File: src/rtl/serial_adder_pkg.sv
`default_nettype none
`timescale 1ns/1ps
// +--------------------------------------------------------------------+
// | serial_adder_pkg                                                    |
// | Shared state encoding and default width for the bit-serial adder.   |
// | Rev 1.0                                                              |
// +--------------------------------------------------------------------+
package serial_adder_pkg;

  localparam int c_DEFAULT_WIDTH = 8;

  typedef enum logic [1:0] {
    IDLE = 2'd0,
    RUN  = 2'd1,
    DONE = 2'd2
  } state_t;

endpackage : serial_adder_pkg
`default_nettype wire

File: src/rtl/FullAdder.sv
`default_nettype none
`timescale 1ns/1ps
// +--------------------------------------------------------------------+
// | FullAdder                                                           |
// | One-bit full-adder cell used as the serial adder's bit slice.       |
// | Rev 1.0                                                              |
// +--------------------------------------------------------------------+
module FullAdder (
  input  logic i_A,
  input  logic i_B,
  input  logic i_Cin,
  output logic o_Sum,
  output logic o_Cout
);

  assign o_Sum  = i_A ^ i_B ^ i_Cin;
  assign o_Cout = (i_A & i_B) | (i_A & i_Cin) | (i_B & i_Cin);

endmodule : FullAdder
`default_nettype wire

File: src/rtl/serial_adder.sv
`default_nettype none
`timescale 1ns/1ps
// +--------------------------------------------------------------------+
// | serial_adder                                                        |
// | LSB-first bit-serial adder: one FullAdder slice, registered carry.  |
// | Rev 1.0                                                              |
// +--------------------------------------------------------------------+
module serial_adder
  import serial_adder_pkg::*;
#(
  parameter int WIDTH = c_DEFAULT_WIDTH
) (
  input  logic             i_clk,
  input  logic             i_rst_n,
  input  logic             i_start,
  input  logic [WIDTH-1:0] i_a,
  input  logic [WIDTH-1:0] i_b,
  input  logic             i_cin,
  output logic             o_busy,
  output logic             o_done,
  output logic [WIDTH-1:0] o_sum,
  output logic             o_cout
);

  localparam int               c_CNT_W    = $clog2(WIDTH + 1);
  localparam logic [c_CNT_W-1:0] c_LAST_CNT = c_CNT_W'(WIDTH - 1);

  state_t             r_state;
  state_t             w_state_next;
  logic [WIDTH-1:0]   r_a_sh;
  logic [WIDTH-1:0]   r_b_sh;
  logic [WIDTH-1:0]   r_sum_sh;
  logic [WIDTH-1:0]   w_sum_next;
  logic [c_CNT_W-1:0] r_cnt;
  logic               r_carry;
  logic               w_fa_sum;
  logic               w_fa_cout;
  logic               w_accept;
  logic               w_last;

  assign w_accept = i_start && ((r_state == IDLE) || (r_state == DONE));
  assign w_last   = (r_cnt == c_LAST_CNT);

  FullAdder u_fa (
    .i_A    (r_a_sh[0]),
    .i_B    (r_b_sh[0]),
    .i_Cin  (r_carry),
    .o_Sum  (w_fa_sum),
    .o_Cout (w_fa_cout)
  );

  // New sum bit enters at the MSB so the result is aligned after WIDTH shifts.
  generate
    if (WIDTH == 1) begin : g_sum_w1
      assign w_sum_next = w_fa_sum;
    end else begin : g_sum_wn
      assign w_sum_next = {w_fa_sum, r_sum_sh[WIDTH-1:1]};
    end
  endgenerate

  always_ff @(posedge i_clk or negedge i_rst_n) begin
    if (!i_rst_n) begin
      r_state <= IDLE;
    end else begin
      r_state <= w_state_next;
    end
  end

  always_comb begin
    w_state_next = r_state;
    case (r_state)
      IDLE:    if (i_start) w_state_next = RUN;
      RUN:     if (w_last) w_state_next = DONE;
      DONE:    w_state_next = i_start ? RUN : IDLE;
      default: w_state_next = IDLE;
    endcase
  end

  always_comb begin
    o_busy = 1'b0;
    o_done = 1'b0;
    case (r_state)
      RUN:     o_busy = 1'b1;
      DONE:    o_done = 1'b1;
      default: ;
    endcase
  end

  always_ff @(posedge i_clk or negedge i_rst_n) begin
    if (!i_rst_n) begin
      r_a_sh   <= '0;
      r_b_sh   <= '0;
      r_sum_sh <= '0;
      r_carry  <= 1'b0;
      r_cnt    <= '0;
    end else if (w_accept) begin
      r_a_sh   <= i_a;
      r_b_sh   <= i_b;
      r_sum_sh <= '0;
      r_carry  <= i_cin;
      r_cnt    <= '0;
    end else if (r_state == RUN) begin
      r_a_sh   <= r_a_sh >> 1;
      r_b_sh   <= r_b_sh >> 1;
      r_sum_sh <= w_sum_next;
      r_carry  <= w_fa_cout;
      r_cnt    <= r_cnt + c_CNT_W'(1);
    end
  end

  // Result registers hold after DONE until the next accepted start.
  assign o_sum  = r_sum_sh;
  assign o_cout = r_carry;

endmodule : serial_adder
`default_nettype wire

File: config.mk
export PLATFORM = sky130hd
export DESIGN_NAME = serial_adder
export DESIGN_NICKNAME = d
export VERILOG_FILES = /design/src/rtl/serial_adder_pkg.sv /design/src/rtl/FullAdder.sv /design/src/rtl/serial_adder.sv
export SDC_FILE = /design/constraint.sdc
export NUM_CORES = 1
export LEC_CHECK = 0
export CAP_MARGIN = 20
export CELL_PAD_IN_SITES_DETAIL_PLACEMENT = 2
export CELL_PAD_IN_SITES_GLOBAL_PLACEMENT = 2
export CORE_MARGIN = 1
export CORE_UTILIZATION = 34
export CTS_BUF_LIST = sky130_fd_sc_hd__clkbuf_8
export CTS_CLUSTER_DIAMETER = 150
export DETAILED_ROUTE_END_ITERATION = 10
export PLACE_DENSITY = 0.89
export REMOVE_ABC_BUFFERS = 1
export SYNTH_ARGS = -nofsm -noshare
export SYNTH_HDL_FRONTEND = slang
export SYNTH_HIERARCHICAL = 1
export SYNTH_SLANG_ARGS = --single-unit
File: constraint.sdc
create_clock -name i_clk -period 1.6 [get_ports i_clk]
set_input_delay 0.24 -clock i_clk [delete_from_list [all_inputs] [get_ports i_clk]]
set_output_delay 0.24 -clock i_clk [all_outputs]
set_load 0.05 [all_outputs]
# After elaboration in Yosys (flattened, before gate mapping)
# Cells that the tools add are included.
# classes
n_reduce_logical,5
bitwise,7
n_eq_ne,5
n_addsub,1
n_mux,16
# ops
op,n
$mux W8,6
$mux W4,2
$pmux W2 S3,1
$mux W1,5
$add A4 B1 Y4 const B,1
$eq A4 B3 Y1 const B,1
$mux W2,2
$ne A2 B2 Y1 const B,2
$and A1 B1 Y1,3
$eq A2 B1 Y1 const B,1
$eq A2 B2 Y1 const B,1
$logic_not A2 Y1,1
$or A1 B1 Y1,2
$reduce_and A2 Y1,1
$reduce_bool A2 Y1,1
$xor A1 B1 Y1,2
$logic_and A1 B1 Y1,1
$logic_or A1 B1 Y1,1
# word_totals
word_cells,40
out_inout_bits,11
regBits,31
input_bits,20

# Longest topological paths before layout
# Gate-level depths: netlist of run 1.
# depth
ltp_word,5
mapped_depth,5
mapped_depth_nobuf,4

# By module
# The synthesis of run 1 kept the hierarchy.
# modules_own_cells
mod,area_each_um2,cells_per_inst,seq_area_each_um2,n_inst
serial_adder,1362.6,105,775.7,1
FullAdder,20.0,1,0.0,1

# Worst setup path after synthesis of run 1
# Ideal clock, no wire load.
# synth_timing
path_type,register to register
start,register r_carry (netlist: o_cout)
end,register r_sum_sh[7] (netlist: o_sum[7])
stages_incl_launch_ff,3
synth_period_minus_slack_ns,1.448
n_path_buf,0
arrival_ns,1.326
required_time_ns,1.479
setup_ns,0.121
setup_slack_ns,0.152
cell_sequence,dfrtp_1 > fa_1 > a22o_1
# synth_via
elab_chain_cells,3
# synth_lines
element,line_no,text
"start, declared",serial_adder.sv:35,logic r_carry;
"start signal, assigned",serial_adder.sv:100,r_carry <= i_cin;
"start signal, assigned",serial_adder.sv:106,r_carry <= w_fa_cout;
$xor A1 B1 Y1,FullAdder.sv:16,assign o_Sum = i_A ^ i_B ^ i_Cin;
net w_fa_sum,serial_adder.sv:36,logic w_fa_sum;
$mux W8,serial_adder.sv:102,end else if (r_state == RUN) begin
$mux W8,serial_adder.sv:96,end else if (w_accept) begin
"end signal, assigned",serial_adder.sv:105,r_sum_sh <= w_sum_next;
"end, declared",serial_adder.sv:32,logic [WIDTH-1:0] r_sum_sh;
# The timed path passes the listed nets, and every way through them passes these cells. The select of a mux whose other input is x is not followed.
# A chain may end at the register's enable or synchronous reset.

# Final worst setup path of run 1
# layout_timing
start,register r_state[0]
end,output o_busy
# layout_via
elab_chain_cells,2
# layout_lines
element,line_no,text
"start, declared",serial_adder.sv:28,state_t r_state;
"start signal, assigned",serial_adder.sv:65,r_state <= w_state_next;
$eq A2 B1 Y1,serial_adder.sv:82,case (r_state)
$mux W1,serial_adder.sv:82,
"end, declared",serial_adder.sv:19,"output logic o_busy,"
# Every way passes these cells.

==> impl_metrics.json, run 1 <==
{
  "synth_top_cell_by_area": "dfrtp_1",
  "netlist_top_cells_count": "dfrtp_1 (31), a22o_1 (18), nand2_1 (12)",
  "synth_cells": 106,
  "finalSetupTns_ns": 0,
  "synth_top_area_share_pct": 56.1,
  "drive_above_1_share_pct": 21.1,
  "ys_seq_area_share_pct": 56.1,
  "cp_cell_sequence": "nor2b_4 -> buf_4 -> buf_12",
  "gp_congestion": 0.679,
  "synth-adder-area-share_pct": 2.35,
  "hold_viol_final": 0,
  "antenna_found_initial": 0,
  "worst_clock_skew_ns": 0.00483,
  "synth_edf_count": 0,
  "cts_tree": "done",
  "path_delay_family": "flip-flops",
  "finalCritPeriodShare_pct": 90.9,
  "start_util_pct": 36.7,
  "power.leakage_nw": 0.903,
  "grt_max_degree": 32,
  "cts_sinks": 31,
  "route.detailed.drc": 0,
  "cp_max_fo": 9,
  "yosysWarnings": 6,
  "first_iter_violations": 49,
  "status": "complete, no violations",
  "cts_resized": 0,
  "vias": 980,
  "area_growth_pct": 31.3,
  "overflow": 0,
  "hp-class": "input port to async pin",
  "power_density_nw_per_um2": 2110,
  "ys_dominant_reg_cell": "dfrtp_1",
  "total_power_mw": 3.83,
  "grt_pass1_vias": 1117,
  "cap_violations": 0,
  "synth_seq_cells": 31,
  "synth_top_family_by_area": "compound AO/OA/AOI/OAI gates",
  "synthSimpleGateAreaFrac_pct": 8.96,
  "cts_buffer_depth": 2,
  "maxSlewViolCount": 0,
  "dr.pass1.iters": 4,
  "finalNetCount": 165,
  "cts_root_buf": "clkbuf_8",
  "stdcell_count": 190,
  "grt_usage_pct": 17.8,
  "rsz0062_at_grt": "false",
  "ant_nets": 0,
  "synth_cell_type_count": 22,
  "dpl.cell_count": 183,
  "relSlewSlack_pct": 72.6,
  "io_pins": 31,
  "core_area_um2": 3770,
  "totalWireLength_mm": 3.17,
  "viasPerCell": 5.16,
  "muxShareOfSynthArea_pct": 8.87,
  "tightest_slew_ns": 0.410,
  "diodes": 0,
  "synth_compound_area_share_pct": 18.5,
  "period_minus_slack_ns": 1.45,
  "die_area_um2": 4330,
  "cpPeakStageDelay_ns": 0.40,
  "routedWlPerCell_um": 16.7,
  "vdd_drop_max_v": 0.000719,
  "fp.dieH_um": 65.8,
  "dp_hpwl_mm": 2.34,
  "h-tree-depth": 2,
  "fp.dieW_um": 65.8,
  "synth_xor_area_share_pct": 0,
  "timing.critical_path.buf_inv": 2,
  "arrival_ns": 1.21,
  "whs_ns": 0.367,
  "crit_required_ns": 1.36,
  "synth_area_leaders": "dfrtp_1 (56%), a22o_1 (11%), mux2i_1 (7.2%)",
  "end_kind": "output pin",
  "port_buffers": 30,
  "syn_area_per_cell_um2": 13.0,
  "critPathKind": "register to output pin",
  "setup_viol_count_final": 0,
  "clock_latency_ns": 0.27,
  "grt_pass1_wl_mm": 5.62,
  "clkSlewWorstSetupHoldPaths_ns": 0.06,
  "synth_area_um2": 1380,
  "cts_buffers": 5,
  "async_flop_share_pct": 100,
  "yosysMostFrequentCell": "dfrtp_1",
  "cp-start-kind": "register",
  "fmax_ghz": 0.688,
  "cpMaxStageDelayCell": "dfrtp_1",
  "rows": 22
}
-- per-stage QoR --
stage / util, % / setup slack (ns) / instance area, µm²
2_1_floorplan: - / -0.355 / 1310
3_3_place_gp: 46.0 / 0.0515 / 1740
3_5_place_dp: 46.0 / -0.0165 / 1740
4_1_cts: 48.1 / 0.129 / 1820
5_1_grt: 48.1 / 0.0775 / 1820
6_report: 48.1 / 0.146 / 1820
-- path summary, 6_finish.rpt --
check / from / to / slack, ns / depth (start not counted)
setup / recovery: r_state[0]$_DFFE_PN0P_ / o_busy / 0.15 / 3
hold / removal: i_rst_n / r_a_sh[3]$_DFFE_PN0P_ / 0.37 / 2
setup reg to reg: r_state[0]$_DFFE_PN0P_ / r_b_sh[3]$_DFFE_PN0P_ / 0.20 / 5
hold reg to reg: r_b_sh[4]$_DFFE_PN0P_ / r_b_sh[4]$_DFFE_PN0P_ / 0.48 / 1
max in group asynchronous: i_rst_n / o_sum[3]$_DFFE_PN0P_ / 0.93 / 2
min in group i_clk: r_b_sh[4]$_DFFE_PN0P_ / r_b_sh[4]$_DFFE_PN0P_ / 0.48 / 1
-- registers in the layout (all words and copies together) (netlist names) --
name     count
r_a_sh       8
o_cout       1
r_cnt        4
r_state      2
o_sum        8
r_b_sh       8
-- per-layer routing --
layer  GRT usage [%]  vias to the layer above  share of wire [%]
li1                -                      452                  -
met1            20.8                      500                 41
met2            31.8                       26                 54
met3            3.79                        2                3.8
met4            6.25                        0               0.82
met5               0                        -                  0
-- area by class of cell --
cell class / instances / area [µm²]
Fill cell: 362 / 1960
Multi-Input combinational cell: 67 / 537
Clock inverter: 1 / 3.75
Clock buffer: 5 / 68.8
Sequential cell: 31 / 776
Tap cell: 48 / 60.1
Timing Repair Buffer: 38 / 370
-- cell usage in the layout (no fill, tap or decap), types with 2 or more instances in the layout --
master / synthesis / final
a21o_1: 7 / 7
a22o_1: 18 / 18
buf_12: 1 / 3
buf_4: 2 / 16
clkbuf_8: 0 / 5
clkdlybuf4s50_1: 0 / 19
dfrtp_1: 31 / 31
mux2i_1: 10 / 10
nand2_1: 12 / 12
o21ai_0: 2 / 2
o21ai_1: 7 / 7
-- kinds of logic after synthesis --
| logic type | after synthesis |
|---|---|
| multiplexers | 12 |
| AND/OR/NAND/NOR | 19 |
| buffers and inverters | 8 |
| flip-flops | 31 |
| adder cells (fa/ha/maj) | 2 |
| AO/OA/AOI/OAI | 34 |
-- power breakdown --
| group | internal [mW] | switching, mW |
|---|---|---|
| Clock | 0.283 | 0.255 |
| Sequential | 1.13 | 0.265 |
| Combinational | 0.874 | 1.03 |
| Total | 2.28 | 1.55 |
-- what timing repair did --
action / 4_1_cts / 5_1_grt
endpoints found under the setup margin: 1 / 0
hold endpoints to repair: 0 / 0
hold buffers: 0 / 0
buffers inserted: 1 / 0
-- worst reg2reg max path, delay by kind of cell, from the launching register on --
kind / cells / cell delay [ns]
compound gates: 2 / 0.38
buf+inv: 2 / 0.36
flops: 1 / 0.42
simple gates: 1 / 0.15
(Power assumes the default switching activity.)
==> inputs of run 2 (changes only) <==
--- a/config.mk
+++ b/config.mk
@@ -9,12 +9,13 @@
 export CELL_PAD_IN_SITES_DETAIL_PLACEMENT = 2
 export CELL_PAD_IN_SITES_GLOBAL_PLACEMENT = 2
 export CORE_MARGIN = 1
-export CORE_UTILIZATION = 34
+export CORE_UTILIZATION = 35
 export CTS_BUF_LIST = sky130_fd_sc_hd__clkbuf_8
 export CTS_CLUSTER_DIAMETER = 150
 export DETAILED_ROUTE_END_ITERATION = 10
-export PLACE_DENSITY = 0.89
+export PLACE_DENSITY = 0.91
 export REMOVE_ABC_BUFFERS = 1
+export SETUP_SLACK_MARGIN = 0.1
 export SYNTH_ARGS = -nofsm -noshare
 export SYNTH_HDL_FRONTEND = slang
 export SYNTH_HIERARCHICAL = 1
==> constraint.sdc (replaced) <==
create_clock -name i_clk -period 1.77 [get_ports i_clk]
set_input_delay 0.2655 -clock i_clk [delete_from_list [all_inputs] [get_ports i_clk]]
set_output_delay 0.2655 -clock i_clk [all_outputs]
set_load 0.05 [all_outputs]
==> run 2 against run 1 <==
Net effect:
- utilization grew 0.31 points
- combinational power shrank 12%
- cell count shrank 0.53%
- die area shrank 2.8%
- via count grew 1.5%
- clock power grew 1%
- first-iteration DRC count grew 20%
- non-clock buffer count shrank 3
- worst setup slack gained 0.071 ns
- count of clock-buffer cells in the layout is the same
- largest cell class unchanged
- routed wire length grew 8.8%
==> impl_metrics.json, run 2 (synthesis gave the netlist of run 1 again) <==
{
  "reg2reg_to": "o_sum[4]$_DFFE_PN0P_",
  "rows": 22,
  "fp.dieW_um": 64.9,
  "vias": 995,
  "cpMaxStageDelayCell": "nor2b_4",
  "critPathKind": "register to output pin",
  "route.detailed.drc": 0,
  "cp_max_fo": 10,
  "grt_pass1_wl_mm": 5.69,
  "cpPeakStageDelay_ns": 0.42,
  "area_growth_pct": 30.2,
  "drive_above_1_share_pct": 16.3,
  "tightest_slew_ns": 0.486,
  "end_kind": "output pin",
  "dr.pass1.iters": 4,
  "totalWireLength_mm": 3.45,
  "cts_buffer_depth": 2,
  "clock_latency_ns": 0.28,
  "antenna_found_initial": 0,
  "worst_clock_skew_ns": 0.00379,
  "overflow": 0,
  "port_buffers": 30,
  "setup_viol_count_final": 0,
  "grt_usage_pct": 19.2,
  "dp_hpwl_mm": 2.47,
  "finalSetupTns_ns": 0,
  "routedWlPerCell_um": 18.2,
  "total_power_mw": 3.49,
  "h-tree-depth": 2,
  "path_delay_family": "simple AND/OR/NAND/NOR gates",
  "hold_viol_final": 0,
  "fmax_ghz": 0.644,
  "cts_sinks": 31,
  "maxSlewViolCount": 0,
  "cts_root_buf": "clkbuf_8",
  "finalCritPeriodShare_pct": 87.8,
  "finalNetCount": 162,
  "cp.depth": 2,
  "io_pins": 31,
  "fp.dieH_um": 64.9,
  "timing.critical_path.buf_inv": 1,
  "grt_pass1_vias": 1161,
  "power_density_nw_per_um2": 1940,
  "grt_max_degree": 32,
  "cap_violations": 0,
  "post-route-util_pct": 48.5,
  "rrSetupSlack_ns": 0.26,
  "hp-class": "input port to async pin",
  "first_iter_violations": 59,
  "clkSlewWorstSetupHoldPaths_ns": 0.06,
  "final_common_cell": "dfrtp_1",
  "stdcell_count": 189,
  "rsz0062_at_grt": "false",
  "diodes": 0,
  "status": "complete, no violations",
  "viasPerCell": 5.26,
  "cp_cell_sequence": "nor2b_4 -> buf_12",
  "gp_congestion": 0.702,
  "ant_nets": 0,
  "die_area_um2": 4210,
  "start_util_pct": 37.2,
  "period_minus_slack_ns": 1.55,
  "arrival_ns": 1.29,
  "relSlewSlack_pct": 67.7,
  "cp-start-kind": "register",
  "core_area_um2": 3720,
  "most-common-layout-cells": "dfrtp_1 (31), clkdlybuf4s50_1 (19), a22o_1 (18)",
  "crit_required_ns": 1.50,
  "rr_worst_depth": 4,
  "power.leakage_nw": 0.904,
  "cts_buffers": 5,
  "dpl.cell_count": 181,
  "cts_tree": "done",
  "vdd_drop_max_v": 0.000691,
  "reg2reg_from": "r_state[0]$_DFFE_PN0P_"
}
run 2: cell types whose count changed in the layout (fill, tap and decap cells not counted), sizes merged:
cell         change
inv              -1
clkinv           +3
buf             -10
dlygate4sd2      +7
run 2: what timing repair did:
| item | 4_1_cts | 5_1_grt |
|---|---|---|
| gates resized for setup | 7 | 0 |
| hold buffers | 0 | 0 |
| buffers inserted | 0 | 0 |
| endpoints found under the hold margin | 0 | 0 |
| endpoints found under the setup margin | 7 | 0 |
run 2: area by class of cell:
type                            count  area [µm²]
Clock buffer                        5        68.8
Clock inverter                      3        15.0
Fill cell                         368        1920
Multi-Input combinational cell     67         537
Sequential cell                    31         776
Tap cell                           48        60.1
Timing Repair Buffer               35         344
run 2: worst max path at each step:
stage                            from  slack (ns)                    to
5_1_grt        r_state[0]$_DFFE_PN0P_        0.16                o_busy
2_1_floorplan  r_state[0]$_DFFE_PN0P_       -0.18  r_cnt[0]$_DFFE_PN0P_
3_5_place_dp                  i_start        0.12  r_cnt[0]$_DFFE_PN0P_
6_report       r_state[0]$_DFFE_PN0P_        0.22                o_busy
4_1_cts        r_state[0]$_DFFE_PN0P_        0.20                o_busy
3_3_place_gp                  i_start        0.18  r_cnt[0]$_DFFE_PN0P_
run 2: stage by stage:
step | hold slack [ns] | setup slack (ns) | instance area [µm²]
2_1_floorplan | -0.0301 | -0.185 | 1310
3_3_place_gp | 0.461 | 0.184 | 1730
3_5_place_dp | 0.466 | 0.123 | 1730
4_1_cts | 0.394 | 0.199 | 1800
5_1_grt | 0.408 | 0.159 | 1800
6_report | 0.378 | 0.217 | 1800
run 2: routing by layer:
layer	global-route usage [%]	part of all wire, %	vias to the layer above
met5	0	0	-
met4	12.2	3.4	0
met3	3.70	3.0	8
met2	35.8	54	30
met1	19.3	39	506
li1	-	-	451
run 2: power by group:
group          internal [mW]  switching, mW  total [mW]
registers               1.02          0.244        1.26
clock network          0.269          0.275       0.544
logic                  0.728          0.956        1.68
total                   2.01           1.48        3.49
==> inputs of run 3 (changes only) <==
--- a/config.mk
+++ b/config.mk
@@ -16,6 +16,7 @@
 export PLACE_DENSITY = 0.91
 export REMOVE_ABC_BUFFERS = 1
 export SETUP_SLACK_MARGIN = 0.1
+export SKIP_LAST_GASP = 1
 export SYNTH_ARGS = -nofsm -noshare
 export SYNTH_HDL_FRONTEND = slang
 export SYNTH_HIERARCHICAL = 1
==> results of run 3 <==
Final layout, timing and power as in run 2 (identical DEF).
